$ cat config.mk
export PLATFORM = sky130hd
export DESIGN_NAME = param_data_memory
export DESIGN_NICKNAME = d
export VERILOG_FILES = /design/src/rtl/dmem_pkg.sv /design/src/rtl/dmem_array.sv /design/src/rtl/param_data_memory.sv
export SDC_FILE = /design/constraint.sdc
export NUM_CORES = 1
export LEC_CHECK = 0
export CELL_PAD_IN_SITES_DETAIL_PLACEMENT = 1
export CELL_PAD_IN_SITES_GLOBAL_PLACEMENT = 1
export CORE_MARGIN = 4
export CORE_UTILIZATION = 49
export CTS_BUF_LIST = sky130_fd_sc_hd__clkbuf_2 sky130_fd_sc_hd__clkbuf_4 sky130_fd_sc_hd__clkbuf_8
export DETAILED_ROUTE_END_ITERATION = 8
export PLACE_DENSITY = 0.74
export SYNTH_ARGS = -nofsm -noshare
export SYNTH_HDL_FRONTEND = slang
export SYNTH_SLANG_ARGS = --single-unit
$ cat constraint.sdc
create_clock -name clk -period 3.05 [get_ports clk]
set_input_delay 0.7625 -clock clk [delete_from_list [all_inputs] [get_ports clk]]
set_output_delay 0.7625 -clock clk [all_outputs]
set_load 0.1 [all_outputs]
$ cat src/rtl/dmem_pkg.sv
// Shared types and the init-pattern generator for the parametrised data memory.
package dmem_pkg;

  typedef enum logic {
    ST_INIT = 1'b0,
    ST_IDLE = 1'b1
  } state_t;

  localparam int unsigned MAX_DATA_W = 64;

  // Reload value for word i: zeros, or an up-ramp in the lower half and a
  // down-ramp from 0 in the upper half, truncated to data_w bits.
  function automatic logic [MAX_DATA_W-1:0] init_word(
    input int unsigned i,
    input int unsigned depth,
    input int unsigned data_w,
    input int unsigned init_mode
  );
    logic [MAX_DATA_W-1:0] v;
    logic [MAX_DATA_W-1:0] mask;
    if (init_mode == 0) begin
      v = '0;
    end else if (i < depth / 2) begin
      v = MAX_DATA_W'(i);
    end else begin
      v = MAX_DATA_W'(0) - MAX_DATA_W'(i - depth / 2);
    end
    mask = (data_w >= MAX_DATA_W) ? '1
                                  : ((MAX_DATA_W'(1) << data_w) - MAX_DATA_W'(1));
    return v & mask;
  endfunction

endpackage

$ cat src/rtl/dmem_array.sv
// DEPTH x DATA_W storage: one synchronous write, one registered read, single index.
module dmem_array #(
  parameter int unsigned DATA_W = 8,
  parameter int unsigned DEPTH  = 32,
  parameter int unsigned IDX_W  = 5
) (
  input  logic              clk,
  input  logic              reset,
  input  logic              we,
  input  logic              re,
  input  logic [IDX_W-1:0]  idx,
  input  logic [DATA_W-1:0] wdata,
  output logic [DATA_W-1:0] rdata
);

  logic [DATA_W-1:0] mem [DEPTH];

  // Storage write; contents are only defined once the init walk has run.
  always_ff @(posedge clk) begin
    if (we) begin
      mem[idx] <= wdata;
    end
  end

  // Read register holds its value between reads so rdata never goes X.
  always_ff @(posedge clk or posedge reset) begin
    if (reset) begin
      rdata <= '0;
    end else if (re) begin
      rdata <= mem[idx];
    end
  end

endmodule

$ cat src/rtl/param_data_memory.sv
// Parametrised single-port data memory with an init sequencer that walks the array.
module param_data_memory
  import dmem_pkg::*;
#(
  parameter int unsigned DATA_W    = 8,
  parameter int unsigned ADDR_W    = 8,
  parameter int unsigned DEPTH     = 32,
  parameter int unsigned INIT_MODE = 1
) (
  input  logic              clk,
  input  logic              reset,
  input  logic              req,
  input  logic              we,
  input  logic [ADDR_W-1:0] addr,
  input  logic [DATA_W-1:0] wdata,
  input  logic              init_start,
  output logic              ready,
  output logic [DATA_W-1:0] rdata,
  output logic              rvalid,
  output logic              busy
);

  localparam int unsigned IDX_W = $clog2(DEPTH);
  localparam logic [IDX_W-1:0] LAST_IDX = IDX_W'(DEPTH - 1);

  state_t            state;
  state_t            state_next;
  logic [IDX_W-1:0]  ptr;
  logic [IDX_W-1:0]  ptr_next;
  logic [IDX_W-1:0]  idx;
  logic              mem_we;
  logic              mem_re;
  logic [IDX_W-1:0]  mem_idx;
  logic [DATA_W-1:0] mem_wdata;

  // Upper address bits alias onto the same word and are deliberately dropped.
  assign idx = addr[IDX_W-1:0];

  generate
    if (ADDR_W > IDX_W) begin : g_addr_hi
      logic unused_addr_hi;
      assign unused_addr_hi = ^addr[ADDR_W-1:IDX_W];
    end
  endgenerate

  // State, pointer and registered status outputs.
  always_ff @(posedge clk or posedge reset) begin
    if (reset) begin
      state  <= ST_INIT;
      ptr    <= '0;
      busy   <= 1'b1;
      ready  <= 1'b0;
      rvalid <= 1'b0;
    end else begin
      state  <= state_next;
      ptr    <= ptr_next;
      busy   <= (state_next == ST_INIT);
      ready  <= (state_next == ST_IDLE);
      rvalid <= mem_re;
    end
  end

  // Next-state logic and the init-vs-datapath write mux.
  always_comb begin
    state_next = state;
    ptr_next   = ptr;
    mem_we     = 1'b0;
    mem_re     = 1'b0;
    mem_idx    = idx;
    mem_wdata  = wdata;
    case (state)
      ST_INIT: begin
        mem_we    = 1'b1;
        mem_idx   = ptr;
        mem_wdata = DATA_W'(init_word(32'(ptr), DEPTH, DATA_W, INIT_MODE));
        ptr_next  = ptr + IDX_W'(1);
        if (ptr == LAST_IDX) begin
          state_next = ST_IDLE;
          ptr_next   = '0;
        end
      end
      ST_IDLE: begin
        if (init_start) begin
          state_next = ST_INIT;
          ptr_next   = '0;
        end else if (req) begin
          mem_we = we;
          mem_re = !we;
        end
      end
      default: begin
        state_next = ST_INIT;
        ptr_next   = '0;
      end
    endcase
  end

  dmem_array #(
    .DATA_W (DATA_W),
    .DEPTH  (DEPTH),
    .IDX_W  (IDX_W)
  ) u_array (
    .clk   (clk),
    .reset (reset),
    .we    (mem_we),
    .re    (mem_re),
    .idx   (mem_idx),
    .wdata (mem_wdata),
    .rdata (rdata)
  );

endmodule

==> flow_summary.json <==
{
  "multi_input_area_sq_um": 2750,
  "detailed_placer_s_ending_hpwl_um": 20400,
  "min_path_type": "flop to flop",
  "n_antenna_cell": 0,
  "post_synthesis_area_per_instance_sq_um": 16.2,
  "pre_antenna_drt_iters": 5,
  "powerDensity_nw_per_um2": 1190,
  "area_growth_syn_to_layout_pct": 20.9,
  "hold_viol_final": 0,
  "fin_worst_hold_slack_ns": 0.553,
  "start_util_pct": 50.2,
  "start_point_of_the_worst_min_delay_path": "u_array.rdata[0]",
  "power.ir.vdd_worst_v": 0.000838,
  "post_cts.resized_instances": 0,
  "timing.final.setup_violations": 0,
  "worst_slew_margin_rel_pct": 23.9,
  "number_of_port_buffers": 28,
  "stdcell_count": 1158,
  "busiest_layer": "met2",
  "synth_enable_flop_cells": 256,
  "synth_warn": 0,
  "drt-total-wl_um": 30800,
  "cts_tree": "yes",
  "layout.area.seq_sq_um": 8090,
  "rsz0062_at_grt": "no",
  "max_slew.worst_pin.slew_ns": 1.14,
  "cts_hold_buf": 0,
  "synthArstFlopShare_pct": 5.88,
  "vias_in_the_first_global_route": 7668,
  "core-area_sq_um": 22000,
  "global_route.usage.met2_pct": 42.8,
  "yosys.cell_types.count": 53,
  "fmax_mhz": 359,
  "syn-cell-area_sq_um": 11100,
  "pin_count_of_the_biggest_net_entering_global_routing": 33,
  "p_leak_nw": 4.75,
  "antenna_left": 0,
  "critical_path_required_ns": 3.48,
  "finish.net_count": 870,
  "drc": 0,
  "post_place_cells": 1079,
  "worst_setup_path_start_kind": "input pin",
  "via_per_inst": 6.07,
  "reg2reg_to": "u_array.rdata[5]",
  "met3_usage_pct": 4.40,
  "final_util_pct": 60.7,
  "cts_setup_buffers": 0,
  "max_cap_violations": 0,
  "gp_congestion": 0.852,
  "cts-htree-levels": 2,
  "die_w_um": 158,
  "seq_total_area_yosys_pct": 73.2,
  "criticalPathCategory": "input pin to flop",
  "routed_wire_length_per_instance_um": 26.6,
  "worst-r2r-setup-slack_ns": 0.27,
  "grt_antenna_before_repair": 0,
  "cts_root_buf": "sky130_fd_sc_hd__clkbuf_8",
  "clock_transition_at_the_registers_of_the_reported_paths_ns": 0.07,
  "row_count": 54,
  "global_route_wire_length_before_repair_um": 46900,
  "die_h_um": 158,
  "whs_endpoint": "u_array.rdata[0]",
  "number_of_cells_on_the_worst_reg_to_reg_path": 8,
  "maximum_fanout_encountered_on_the_critical_timing_path": 4,
  "clkLatencyLatePin_ns": 0.56,
  "drive_above_1_share_pct": 27.4,
  "endpoint_kind": "flop",
  "finClkSkew_ns": 0.0337,
  "synth_fp_nets": 707,
  "groute.layer.met1.usage_pct": 34.4,
  "cp_data_arrival_time_ns": 3.21,
  "postLayoutCellArea_sq_um": 13400,
  "num_vias": 7033,
  "fin_crit_sh_pct": 91.4,
  "clock_path_buffers": 3,
  "run_status": "completed",
  "place_area_sq_um": 12500,
  "num-fill-cells": 2028,
  "hold-path-cell-count": 1,
  "dieArea_sq_um": 25000,
  "synth.ff_latch_count": 272,
  "track_usage_pct": 25.4,
  "gr-total-overflow": 0,
  "number_of_clock_buffers_inserted_by_tritoncts": 44,
  "finalCriticalPeriod_ns": 2.79,
  "dominantRegCellSynth": "sky130_fd_sc_hd__edfxtp_1",
  "cts_num_sinks": 272,
  "finalMaxSlewViolations": 0,
  "synthesis.instances": 682,
  "ios": 32,
  "drt_first_iter_violations": 593,
  "reg2reg_from": "state"
}
==> final cells by class <==
type / count / share of cell area, %
sequential: 272 / 60.5
multi-input combinational: 363 / 20.6
timing repair buffer: 154 / 9.34
clock buffer: 60 / 5.71
tap: 280 / 2.62
clock inverter: 19 / 0.917
inverter: 10 / 0.281
==> worst max-delay path by stage <==
stage	startpoint	end	slack, ns	cells past startpoint
after floorplan	state	u_array.mem[0][0]	0.22	7
after global placement	addr[1]	u_array.rdata[5]	-0.17	10
after detailed placement	addr[0]	u_array.rdata[6]	-0.22	10
after CTS	state	u_array.rdata[5]	0.32	8
after global routing	state	u_array.rdata[5]	0.07	9
final	addr[1]	u_array.rdata[5]	0.26	10
==> power breakdown <==
group | switching, mW | internal, mW | leakage, nW | total (mW)
Clock | 1.44 | 1.72 | 0.471 | 3.16
Sequential | 0.309 | 5.61 | 2.53 | 5.92
Combinational | 4.41 | 2.42 | 1.75 | 6.83
==> layout by cell type (no fill, tap or decap), drive strengths merged, types with 3 or more instances in the layout <==
cell | Yosys | routed
dfrtp | 15 | 15
ha | 4 | 4
nor2 | 45 | 45
nand3 | 6 | 6
inv | 10 | 12
o311ai | 3 | 3
or2 | 4 | 4
mux2i | 41 | 41
nor3 | 19 | 19
o22a | 3 | 3
a21oi | 31 | 31
a31oi | 4 | 4
clkdlybuf4s50 | 0 | 17
o32a | 5 | 5
mux2 | 3 | 3
o32ai | 4 | 4
mux4 | 23 | 23
clkbuf | 17 | 60
a41oi | 4 | 4
o22ai | 13 | 13
nor2b | 6 | 6
clkinv | 0 | 16
nand2 | 49 | 49
nand4 | 3 | 3
buf | 20 | 137
o21ai | 11 | 11
edfxtp | 256 | 256
o31ai | 5 | 5
a22oi | 33 | 33
nand2b | 7 | 7
a21o | 3 | 3
nor4 | 5 | 5
a211o | 4 | 4
and3 | 5 | 5
==> routing by layer <==
metal | wire, um | part of all wire, % | vias to the layer above
met5 | 0 | 0 | -
met4 | 764 | 2.5 | 0
met3 | 1980 | 6.4 | 55
met2 | 15500 | 50 | 263
met1 | 12600 | 41 | 3661
li1 | - | - | 3054
==> metrics by stage <==
stage	worst slack [ns]	TNS, ns	power, mW
floorplan	0.223	0	9.68
global placement	-0.172	-1.47	12.4
detailed placement	-0.224	-3.92	12.8
CTS	0.323	0	16.0
global route	0.0735	0	16.6
finish	0.262	0	15.9
==> cells in the mapped netlist (all sizes together) (3+ instances only) <==
| master | n | share of area [%] |
|---|---|---|
| a22oi | 33 | 2.2 |
| mux2i | 41 | 3.7 |
| edfxtp | 256 | 70 |
| inv | 10 | 0.34 |
| o311ai | 3 | 0.24 |
| a21oi | 31 | 1.4 |
| o32a | 5 | 0.45 |
| nor3 | 19 | 0.86 |
| a41oi | 4 | 0.39 |
| nand3 | 6 | 0.27 |
| and3 | 5 | 0.28 |
| dfrtp | 15 | 3.4 |
| or2 | 4 | 0.23 |
| a31oi | 4 | 0.23 |
| o32ai | 4 | 0.32 |
| o22ai | 13 | 0.74 |
| nand2b | 7 | 0.40 |
| mux4 | 23 | 4.9 |
| o22a | 3 | 0.24 |
| nand2 | 49 | 1.7 |
| o31ai | 5 | 0.34 |
| mux2 | 3 | 0.31 |
| ha | 4 | 0.45 |
| nor2 | 45 | 1.5 |
| nor2b | 6 | 0.34 |
| a21o | 3 | 0.20 |
| a211o | 4 | 0.32 |
| clkbuf | 17 | 0.58 |
| buf | 20 | 1.2 |
| o21ai | 11 | 0.50 |
| nor4 | 5 | 0.28 |
| nand4 | 3 | 0.17 |
==> cells by family (layout without fill, tap and decap cells) <==
family          after synthesis  in the layout  synth area share, %
simple gates                156            156                 6.61
mux                          67             67                 8.91
compound gates              132            132                 8.37
buf+inv                      47            243                 2.14
xor+xnor                      4              4                0.317
fa+ha+maj                     4              4                0.453
flops                       272            272                 73.2
==> registers in the layout, summed over array words and instances (netlist names) <==
| name | cells |
|---|---|
| state | 1 |
| u_array.mem | 256 |
| ptr | 5 |
| u_array.rdata | 8 |
| rvalid | 1 |
| busy | 1 |
==> worst max-delay path, cell delays in order <==
cell and delay [ns]:
sky130_fd_sc_hd__clkdlybuf4s50_1 0.46, sky130_fd_sc_hd__buf_4 0.17, sky130_fd_sc_hd__mux2i_1 0.31, sky130_fd_sc_hd__nor2_1 0.18
sky130_fd_sc_hd__buf_4 0.18, sky130_fd_sc_hd__a22oi_1 0.17, sky130_fd_sc_hd__a21oi_1 0.10, sky130_fd_sc_hd__a2111oi_0 0.54
sky130_fd_sc_hd__buf_4 0.23, sky130_fd_sc_hd__a31oi_1 0.10
No activity file was read; power rests on OpenSTA's default activity.
